[config.mk]
export PLATFORM = sky130hd
export DESIGN_NAME = mem_access_unit_flat
export DESIGN_NICKNAME = d
export VERILOG_FILES = /design/src/rtl/mem_access_unit_if.sv /design/src/rtl/mem_access_unit.sv /design/src/flat_wrapper.sv
export SDC_FILE = /design/constraint.sdc
export NUM_CORES = 1
export LEC_CHECK = 0
export CORE_MARGIN = 5
export CORE_UTILIZATION = 38
export DETAILED_ROUTE_END_ITERATION = 10
export PLACE_DENSITY = 0.77
export SLEW_MARGIN = 25
export SYNTH_ARGS = -nofsm -noshare
export SYNTH_HDL_FRONTEND = slang
export SYNTH_SLANG_ARGS = --single-unit
[constraint.sdc]
create_clock -name clk -period 2 [get_ports clk]
set_clock_uncertainty 0.05 [all_clocks]
set_input_delay 0.4 -clock clk [delete_from_list [all_inputs] [get_ports clk]]
set_output_delay 0.4 -clock clk [all_outputs]
set_load 0.01 [all_outputs]
[src/rtl/mem_access_unit_if.sv]
// Load/store request, response and data-memory port bundle for mem_access_unit.
// The slave side is the access unit; the master side is the pipeline plus memory.
interface mem_access_unit_if;
    logic        req_valid;
    logic        req_read;
    logic        req_write;
    logic [1:0]  req_size;
    logic        req_unsigned;
    logic [31:0] req_addr;
    logic [31:0] req_wdata;
    logic        stall;
    logic [31:0] load_data;
    logic        load_valid;
    logic        misaligned;
    logic        mem_MemRead;
    logic        mem_MemWrite;
    logic [31:0] mem_address;
    logic [31:0] mem_write_data;
    logic [31:0] mem_read_data;

    modport slave (
        input  req_valid, req_read, req_write, req_size, req_unsigned, req_addr, req_wdata,
        input  mem_read_data,
        output stall, load_data, load_valid, misaligned,
        output mem_MemRead, mem_MemWrite, mem_address, mem_write_data
    );

    modport master (
        output req_valid, req_read, req_write, req_size, req_unsigned, req_addr, req_wdata,
        output mem_read_data,
        input  stall, load_data, load_valid, misaligned,
        input  mem_MemRead, mem_MemWrite, mem_address, mem_write_data
    );
endinterface

[src/rtl/mem_access_unit.sv]
// MIPS byte/half/word load-store unit over a word-wide memory (big-endian lanes).
// Sub-word stores are read-modify-write across two cycles with one stall cycle.
module mem_access_unit (
    input  logic             clk,
    input  logic             rst_n,
    mem_access_unit_if.slave bus
);
    typedef enum logic {S_IDLE = 1'b0, S_RMW_WRITE = 1'b1} state_t;

    state_t      r_state, w_next;
    logic [31:0] r_merge, r_load_data;
    logic        r_load_valid, r_misaligned;
    logic        w_store, w_load, w_misal, w_sub, w_load_ok;
    logic [1:0]  w_off;
    logic [7:0]  w_byte;
    logic [15:0] w_half;
    logic [31:0] w_ext, w_merged;

    assign w_off   = bus.req_addr[1:0];
    assign w_store = bus.req_valid & bus.req_write;
    assign w_load  = bus.req_valid & bus.req_read & ~bus.req_write;
    assign w_misal = bus.req_size[1] ? (w_off != 2'b00) :
                     (bus.req_size[0] ? w_off[0] : 1'b0);
    assign w_sub   = w_store & ~w_misal & ~bus.req_size[1];

    // Big-endian: offset k lives at bit 8*(3-k), and 3-k == ~k for two bits.
    assign w_byte = bus.mem_read_data[{~w_off, 3'b000} +: 8];
    assign w_half = w_off[1] ? bus.mem_read_data[15:0] : bus.mem_read_data[31:16];

    always_comb begin
        w_merged = bus.mem_read_data;
        if (bus.req_size[0])
            w_merged[{~w_off[1], 4'b0000} +: 16] = bus.req_wdata[15:0];
        else
            w_merged[{~w_off, 3'b000} +: 8] = bus.req_wdata[7:0];
    end

    always_comb begin
        case (bus.req_size)
            2'b00:   w_ext = bus.req_unsigned ? {24'b0, w_byte} : {{24{w_byte[7]}}, w_byte};
            2'b01:   w_ext = bus.req_unsigned ? {16'b0, w_half} : {{16{w_half[15]}}, w_half};
            default: w_ext = bus.mem_read_data;
        endcase
    end

    always_comb begin
        w_next             = r_state;
        w_load_ok          = 1'b0;
        bus.stall          = 1'b0;
        bus.mem_MemRead    = 1'b0;
        bus.mem_MemWrite   = 1'b0;
        bus.mem_write_data = bus.req_wdata;
        case (r_state)
            S_IDLE: begin
                if (!w_misal) begin
                    if (w_load) begin
                        bus.mem_MemRead = 1'b1;
                        w_load_ok       = 1'b1;
                    end else if (w_sub) begin
                        bus.mem_MemRead = 1'b1;
                        bus.stall       = 1'b1;
                        w_next          = S_RMW_WRITE;
                    end else if (w_store) begin
                        bus.mem_MemWrite = 1'b1;
                    end
                end
            end
            S_RMW_WRITE: begin
                bus.mem_MemWrite   = 1'b1;
                bus.mem_write_data = r_merge;
                w_next             = S_IDLE;
            end
            default: w_next = S_IDLE;
        endcase
        // While reset is held nothing may reach memory, even a pending RMW write.
        if (!rst_n) begin
            bus.stall        = 1'b0;
            bus.mem_MemRead  = 1'b0;
            bus.mem_MemWrite = 1'b0;
        end
    end

    assign bus.mem_address = {bus.req_addr[31:2], 2'b00};

    always_ff @(posedge clk or negedge rst_n) begin
        if (!rst_n) begin
            r_state      <= S_IDLE;
            r_merge      <= 32'b0;
            r_load_data  <= 32'b0;
            r_load_valid <= 1'b0;
            r_misaligned <= 1'b0;
        end else begin
            r_state      <= w_next;
            r_load_valid <= 1'b0;
            r_misaligned <= 1'b0;
            if (r_state == S_IDLE) begin
                if (w_load_ok) begin
                    r_load_data  <= w_ext;
                    r_load_valid <= 1'b1;
                end
                if ((w_load | w_store) & w_misal)
                    r_misaligned <= 1'b1;
                if (w_sub)
                    r_merge <= w_merged;
            end
        end
    end

    assign bus.load_data  = r_load_data;
    assign bus.load_valid = r_load_valid;
    assign bus.misaligned = r_misaligned;
endmodule

[src/flat_wrapper.sv]
// flat-port wrapper written by rule: the top's interface ports become plain ports
module mem_access_unit_flat 
  (clk, rst_n, bus_req_valid, bus_req_read, bus_req_write, bus_req_size, bus_req_unsigned, bus_req_addr, bus_req_wdata, bus_mem_read_data, bus_stall, bus_load_data, bus_load_valid, bus_misaligned, bus_mem_MemRead, bus_mem_MemWrite, bus_mem_address, bus_mem_write_data);
  mem_access_unit_if bus_i ();
  input  logic clk;
  input  logic rst_n;
  input wire logic [$bits(bus_i.req_valid)-1:0] bus_req_valid;
  input wire logic [$bits(bus_i.req_read)-1:0] bus_req_read;
  input wire logic [$bits(bus_i.req_write)-1:0] bus_req_write;
  input wire logic [$bits(bus_i.req_size)-1:0] bus_req_size;
  input wire logic [$bits(bus_i.req_unsigned)-1:0] bus_req_unsigned;
  input wire logic [$bits(bus_i.req_addr)-1:0] bus_req_addr;
  input wire logic [$bits(bus_i.req_wdata)-1:0] bus_req_wdata;
  input wire logic [$bits(bus_i.mem_read_data)-1:0] bus_mem_read_data;
  output wire logic [$bits(bus_i.stall)-1:0] bus_stall;
  output wire logic [$bits(bus_i.load_data)-1:0] bus_load_data;
  output wire logic [$bits(bus_i.load_valid)-1:0] bus_load_valid;
  output wire logic [$bits(bus_i.misaligned)-1:0] bus_misaligned;
  output wire logic [$bits(bus_i.mem_MemRead)-1:0] bus_mem_MemRead;
  output wire logic [$bits(bus_i.mem_MemWrite)-1:0] bus_mem_MemWrite;
  output wire logic [$bits(bus_i.mem_address)-1:0] bus_mem_address;
  output wire logic [$bits(bus_i.mem_write_data)-1:0] bus_mem_write_data;
  assign bus_i.req_valid = bus_req_valid;
  assign bus_i.req_read = bus_req_read;
  assign bus_i.req_write = bus_req_write;
  assign bus_i.req_size = bus_req_size;
  assign bus_i.req_unsigned = bus_req_unsigned;
  assign bus_i.req_addr = bus_req_addr;
  assign bus_i.req_wdata = bus_req_wdata;
  assign bus_i.mem_read_data = bus_mem_read_data;
  assign bus_stall = bus_i.stall;
  assign bus_load_data = bus_i.load_data;
  assign bus_load_valid = bus_i.load_valid;
  assign bus_misaligned = bus_i.misaligned;
  assign bus_mem_MemRead = bus_i.mem_MemRead;
  assign bus_mem_MemWrite = bus_i.mem_MemWrite;
  assign bus_mem_address = bus_i.mem_address;
  assign bus_mem_write_data = bus_i.mem_write_data;
  mem_access_unit u_core (.clk(clk), .rst_n(rst_n), .bus(bus_i));
endmodule
### Word level (Yosys, flattened, before mapping)

Cells that the tools add are included.

* output and inout bits: 101
* logic and storage cells: 63
* input port bits: 104
* ROM bits: 0
* RAM bits: 0
* register bits after elaboration: 67
* memories kept: 0
* bits in latches: 0

* multiply operators: 0
* mux-type cells: 33
* reductions and logical operators: 4
* shift operators: 5
* equality and inequality tests: 1
* magnitude comparators: 0
* bitwise logic cells: 13
* div/mod/pow operators: 0
* add/sub/neg operators: 2

Operator list (count)
* $mux 32: 4
* $bwmux 32: 2
* $pmux 32 s2: 1
* $shift 16x7->32 const A: 1
* $shift 8x7->32 const A: 1
* $shiftx 16x7->32: 1
* $shiftx 32x6->8: 1
* $shiftx 8x7->32: 1
* $mux 1: 23
* $mux 16: 1
* $neg 5->7: 2
* $and 1x1->1: 6
* $not 1->1: 5
* $pmux 1 s2: 2
* $reduce_and 2->1: 2
* $eq 2x1->1 const B: 1
* $logic_not 2->1: 1
* $not 2->2: 1
* $reduce_bool 2->1: 1
* $or 1x1->1: 1

### Logic depth before layout (Yosys ltp)

Gate-level depths: netlist of the first run.

* depth in word-level cells: 10
* mapped depth: 10
* depth with buffers taken out: 7

### Least setup slack after synthesis of the first run

OpenSTA, ideal clock, no wires.

* kind: input-to-output
* start: in bus_req_addr[1]
* end: out bus_mem_MemRead
* required time: 1.550 ns
* path slack: -0.117 ns
* stages on the path: 7
* buffers on the path: 2
* arrival: 1.667 ns
* path through: buf_2 > inv_1 > ha_1 > nand2b_1 > o211ai_4 > clkbuf_1 > a21boi_0

* cells in the longest elaborated chain, start to end: 10

Ends and longest elaborated chain
* from (decl): line flat_wrapper.sv:12 `input wire logic [$bits(bus_i.req_addr)-1:0] bus_req_addr;`
* $reduce_bool 2->1 *: line mem_access_unit.sv:22 `assign w_misal = bus.req_size[1] ? (w_off != 2'b00) :`
* $mux 1 *: line mem_access_unit.sv:22
* $not 1->1: line mem_access_unit.sv:24 `assign w_sub = w_store & ~w_misal & ~bus.req_size[1];`
* $and 1x1->1 (2 in a row): line mem_access_unit.sv:24
* $mux 1: line mem_access_unit.sv:59 `end else if (w_sub) begin`
* $mux 1: line mem_access_unit.sv:56 `if (w_load) begin`
* $mux 1 *: line mem_access_unit.sv:55 `if (!w_misal) begin`
* $mux 1 *: line mem_access_unit.sv:53 `case (r_state)`
* $mux 1 *: line mem_access_unit.sv:76 `if (!rst_n) begin`
* to (decl): line flat_wrapper.sv:19 `output wire logic [$bits(bus_i.mem_MemRead)-1:0] bus_mem_MemRead;`

Mark *: on every way between the ends. The rest lies on a longest branch, timed or not.

### Final worst setup path of the first run

* start: reg u_core.r_state
* end: out bus_mem_MemRead

* cells in the longest elaborated chain, start to end: 2

Ends and longest elaborated chain
* from (decl): line mem_access_unit.sv:10 `state_t r_state, w_next;`
* from (signal assigned): line mem_access_unit.sv:93 `r_state <= w_next;`
* $mux 1: line mem_access_unit.sv:53
* $mux 1: line mem_access_unit.sv:76

Every way passes these cells.

==> flow_metrics.env, run 1 <==
export IMPL_clk_path_buf_depth=2
export IMPL_coreArea_mm2=0.0115
export IMPL_final_common_cell="clkdlybuf4s50_1"
export IMPL_final_cell_mix="103 x clkdlybuf4s50_1, 66 x buf_4, 66 x dfrtp_1"
export IMPL_viasPerCell=5.93
export IMPL_crit_arrival_ns=1.66
export IMPL_grt_pass1_wl_mm=25.0
export IMPL_fin_total_pwr_mw=5.02
export IMPL_cp_data_required_time_ns=1.55
export IMPL_ys_seq_area_share_pct=37.5
export IMPL_yosys_register_bits=67
export IMPL_synth_top_area_cell="dfrtp_1"
export IMPL_hp_class="input port to asynchronous set/reset pin"
export IMPL_ir_drop_v=0.000413
export IMPL_crit_type="register to output port"
export IMPL_synthArstFlopShare_pct=100
export IMPL_grt_max_degree=41
export IMPL_initialDrtViolationCount=594
export IMPL_drt_first_pass_iters=8
export IMPL_antenna_found_initial=0
export IMPL_rsz0062_at_grt="yes"
export IMPL_outcome="finished, violations left"
export IMPL_die_x_um=118
export IMPL_slowest_delay_ns=0.43
export IMPL_worstPathMaxFanout=3
export IMPL_slew_viol_final=0
export IMPL_die_area_mm2=0.0140
export IMPL_synth_area_top_cells="dfrtp_1 37%, mux2_2 14%, a221oi_1 6.3%, buf_4 5.4%, nor2_1 5.4%"
export IMPL_grt_overflow_total=0
export IMPL_cp_slowest_cell="dfrtp_2"
export IMPL_cts_made_buffers=9
export IMPL_netlist_area_mm2=0.00447
export IMPL_maxCapViolCount=0
export IMPL_power_density_mw_per_mm2=754
export IMPL_dp_slack_ns=-0.650
export IMPL_holdWs_ns=0.216
export IMPL_postSynthAreaPerCell_um2=9.39
export IMPL_violations="setup timing"
export IMPL_fin_ws_ns=-0.107
export IMPL_endpoint_kind="output port"
export IMPL_finalCritPeriodShare_pct=105
export IMPL_cp_endpoint="bus_mem_MemRead"
export IMPL_vias=4694
export IMPL_io_buffers=142
export IMPL_crit_start="u_core.r_state"
export IMPL_fin_nets=752
export IMPL_area_growth_syn_to_layout_pct=49.1
export IMPL_drc=0
export IMPL_hold_viol=0
export IMPL_pin_count=205
export IMPL_synth_edf_count=0
export IMPL_clockRootBuffer="clkbuf_16"
export IMPL_fmax_ghz=0.475
export IMPL_wl_per_cell_um=20.8
export IMPL_start_util_pct=39.0
export IMPL_antenna_left=0
export IMPL_r2r_start="u_core.r_state"
export IMPL_stdcell_count=792
export IMPL_syn_inst=476
export IMPL_place_congestion=0.974
export IMPL_reg2reg_depth=8
export IMPL_final_layout_size_suffix_gt1_share_pct=32.3
export IMPL_grt_usage_pct=22.2
export IMPL_h_tree_depth=3
export IMPL_dp_cells=759
export IMPL_cts_tree="built"
export IMPL_cp_cell_sequence="buf_6 > and4bb_2 > o211ai_4 > a21boi_2 > buf_2"
export IMPL_grt_pass1_vias=4667
export IMPL_synth_ff_type="dfrtp_1"
export IMPL_die_y_um=118
export IMPL_yosys_warnings=0
export IMPL_clk_pin_slew_worst_paths_ns=0.06
export IMPL_tns_ns=-0.495
export IMPL_fin_crit_ns=2.11
export IMPL_clkSinkCount=67
export IMPL_r2r_slack_ns=0.04
export IMPL_synth_top_area_share_pct=37.5
export IMPL_p_leak_nw=2.86
export IMPL_start_kind="register"
export IMPL_setup_viol=24
export IMPL_dp_hpwl_mm=12.1
export IMPL_synth_cell_types=47
export IMPL_r2r_end="u_core.bus.load_data[10]"
export IMPL_worstSkewPairLatency_ns=0.33
export IMPL_num_rows=39
export IMPL_wl_mm=16.5
how the worst min path moves through the flow:
stage	end	slack [ns]	cells past startpoint
2_1_floorplan	u_core.bus.load_data[0]	0.05	0
3_3_place_gp	u_core.r_merge[4]	0.23	1
3_5_place_dp	u_core.r_merge[20]	0.22	1
4_1_cts	u_core.r_merge[25]	0.21	2
5_1_grt	u_core.r_merge[29]	0.25	2
6_report	u_core.r_merge[30]	0.22	2
cell usage after synthesis (2+ instances only):
cell type  instances
mux2_2            54
clkbuf_1          11
or3_1              6
dfrtp_1           67
buf_6              6
a31oi_1            8
a21o_1             8
inv_1              6
a211oi_1          16
buf_4             32
and2_2             3
and3_1             5
a221oi_1          32
a21oi_1           18
nor2_1            64
nor3_1            10
ha_1               5
a22oi_1            6
and2_1             3
o21ai_1            3
o21ai_0           39
nand2_1           23
a32oi_1            2
nor2b_1            3
mux2i_1            9
buf_2             14
inv_2              2
buf_1              2
area by class of cell:
cell class	instances	area (µm²)
inverters	8	32.5
flip-flops and latches	67	1680
multi-input cells	336	2410
repair buffers	221	2070
clock inverters	2	35.0
well taps	143	179
diodes	1	2.50
clock buffers	14	254
fillers	944	4800
per-stage QoR:
| stage | utilization, % | cell area, µm² |
|---|---|---|
| floorplan | - | 4480 |
| global placement | 53.6 | 6140 |
| detailed placement | 53.6 | 6140 |
| CTS | 57.7 | 6620 |
| global route | 58.1 | 6670 |
| finish | 58.1 | 6670 |
routing by layer:
metal,part of all wire [%],wire length [µm],vias to the layer above,GRT usage (%)
met5,0,0,-,0
met4,4.2,687,0,9.28
met1,40,6540,2234,28.4
met3,10,1680,81,6.54
met2,46,7550,333,35.0
li1,-,-,2046,-
registers in the layout, indices dropped and copies added (netlist names):
register / cells
u_core.bus.misaligned: 1
u_core.r_merge: 32
u_core.bus.load_valid: 1
u_core.bus.load_data: 32
u_core.r_state: 1
cells by family after synthesis:
kind of cell             count (synthesis)  share of synthesized area (%)
AND/OR/NAND/NOR                        125                           13.1
flip-flops                              67                           37.5
adder cells (fa/ha/maj)                  5                           1.40
buffers and inverters                   74                           10.3
multiplexers                            63                           15.6
other                                    1                         0.0839
AO/OA/AOI/OAI                          141                           22.0
critical path, delay by kind of cell (launching register included):
kind	cells	cell delay [ns]
buffers and inverters	2	0.29
and+or+nand+nor	1	0.34
DFF	1	0.43
AOI/OAI and AO/OA	2	0.27
power by group:
group	leakage (nW)	total, mW	switching [mW]	internal [mW]
Combinational	1.93	1.61	0.724	0.890
Clock	0.141	1.56	0.562	0.999
Sequential	0.786	1.85	0.184	1.67
Total	2.86	5.02	1.47	3.55
what timing repair did:
action,in CTS,in global routing
resized for setup,152,36
hold buffers,1,0
hold endpoints to repair,4,0
setup endpoints to repair,91,76
gates cloned,1,0
buffers inserted,8,6
pin swaps,6,8
No activity file was read; power rests on OpenSTA's default activity.
==> run 2: changes to the inputs <==
--- a/config.mk
+++ b/config.mk
@@ -5,6 +5,7 @@
 export SDC_FILE = /design/constraint.sdc
 export NUM_CORES = 1
 export LEC_CHECK = 0
+export CORE_ASPECT_RATIO = 0.75
 export CORE_MARGIN = 5
 export CORE_UTILIZATION = 38
 export DETAILED_ROUTE_END_ITERATION = 10
==> flow_metrics.env, run 2 (synthesis results as in run 1) <==
export IMPL_outcome="finished, violations left"
export IMPL_violations="setup timing"
export IMPL_area_growth_syn_to_layout_pct=47.2
export IMPL_antenna_cells=0
export IMPL_antenna_left=0
export IMPL_endpoint_kind="output port"
export IMPL_dp_hpwl_mm=12.4
export IMPL_grt_pass1_wl_mm=25.5
export IMPL_cts_made_buffers=9
export IMPL_final_area_mm2=0.00658
export IMPL_fin_util_pct=56.9
export IMPL_clk_path_buf_depth=2
export IMPL_n_fill_cell=1028
export IMPL_drc=0
export IMPL_coreArea_mm2=0.0116
export IMPL_place_area_mm2=0.00622
export IMPL_viasPerCell=5.67
export IMPL_die_area_mm2=0.0141
export IMPL_stdcell_count=807
export IMPL_maxCapViolCount=0
export IMPL_dp_slack_ns=-0.655
export IMPL_final_layout_size_suffix_gt1_share_pct=32.7
export IMPL_rsz0062_at_grt="yes"
export IMPL_grt_overflow_total=0
export IMPL_fmax_ghz=0.483
export IMPL_cts_tree="built"
export IMPL_num_rows=34
export IMPL_slew_headroom_pct=61.9
export IMPL_worstSkewPairLatency_ns=0.34
export IMPL_final_common_cell="clkdlybuf4s50_1"
export IMPL_dp_cells=783
export IMPL_setup_viol=1
export IMPL_grt_usage_pct=23.0
export IMPL_pin_count=205
export IMPL_clockRootBuffer="clkbuf_16"
export IMPL_hold_viol=0
export IMPL_holdWs_ns=0.0714
export IMPL_grt_max_degree=45
export IMPL_worstMarginPinSlew_ns=0.571
export IMPL_start_kind="register"
export IMPL_wl_mm=16.5
export IMPL_die_x_um=135
export IMPL_fin_ws_ns=-0.0688
export IMPL_worstPathMaxFanout=3
export IMPL_crit_type="register to output port"
export IMPL_final_cell_mix="101 x clkdlybuf4s50_1, 68 x buf_4, 67 x dfrtp_1"
export IMPL_start_util_pct=38.6
export IMPL_clkSinkCount=67
export IMPL_reg2reg_depth=8
export IMPL_multiInputGateArea_mm2=0.00245
export IMPL_initialDrtViolationCount=414
export IMPL_die_y_um=104
export IMPL_hold_buffers=0
export IMPL_antenna_found_initial=0
export IMPL_place_congestion=0.909
export IMPL_fin_crit_ns=2.07
export IMPL_clk_pin_slew_worst_paths_ns=0.06
export IMPL_finalCritPeriodShare_pct=103
export IMPL_grt_pass1_vias=4601
export IMPL_drt_first_pass_iters=5
export IMPL_fin_nets=749
export IMPL_io_buffers=142
export IMPL_power_density_mw_per_mm2=767
export IMPL_ff_latch_area_mm2=0.00168
export IMPL_fin_total_pwr_mw=5.05
export IMPL_tns_ns=-0.0688
export IMPL_p_leak_nw=2.82
export IMPL_slew_viol_final=0
export IMPL_crit_arrival_ns=1.62
export IMPL_h_tree_depth=3
export IMPL_ir_drop_v=0.000412
export IMPL_wl_per_cell_um=20.5
export IMPL_vias=4578
export IMPL_hp_class="input port to asynchronous set/reset pin"
export IMPL_cp_data_required_time_ns=1.55
==> run 2: critical path, stage by stage, from the launching register on <==
cell and delay (ns):
dfrtp_1 0.40, buf_6 0.14, and4bb_2 0.34, o211ai_4 0.09, a21boi_2 0.16, buf_4 0.15
==> run 2: metal layers <==
layer / wire length [µm] / track usage, % / part of all wire [%] / up-vias
met1: 6870 / 30.0 / 42 / 2242
met4: 187 / 5.18 / 1.1 / 0
li1: - / - / - / 2046
met5: 0 / 0 / 0 / -
met2: 7710 / 35.9 / 47 / 262
met3: 1760 / 8.99 / 11 / 28
==> run 2: area by class of cell <==
class	count	share of cell area, %
Tap cell	162	3.08
Timing Repair Buffer	218	29.2
Clock buffer	9	3.42
Multi-Input combinational cell	336	37.2
Clock inverter	7	1.16
Inverter	8	0.456
Sequential cell	67	25.5
==> run 2: timing repair <==
| item | 4_1_cts | 5_1_grt |
|---|---|---|
| pin swaps | 3 | 4 |
| endpoints found under the hold margin | 0 | 0 |
| resized for setup | 145 | 30 |
| endpoints found under the setup margin | 92 | 32 |
| buffers inserted | 5 | 2 |
| cloned | 1 | 0 |
==> run 2: final timing paths <==
kind | end | slack (ns) | startpoint
setup / recovery | bus_mem_MemRead | -0.07 | u_core.r_state
hold / removal | u_core.bus.load_data[15] | 0.07 | rst_n
setup reg to reg | u_core.bus.load_data[10] | 0.01 | u_core.r_state
hold reg to reg | u_core.r_merge[11] | 0.44 | u_core.r_merge[11]
max in group asynchronous | u_core.bus.load_data[27] | 1.33 | rst_n
min in group clk | u_core.r_merge[11] | 0.44 | u_core.r_merge[11]
==> run 2: report_power, final <==
group / switching [mW] / internal (mW) / total [mW] / leakage (nW)
logic: 0.724 / 0.858 / 1.58 / 1.89
registers: 0.189 / 1.66 / 1.85 / 0.788
clock network: 0.645 / 0.973 / 1.62 / 0.142
total: 1.56 / 3.49 / 5.05 / 2.82
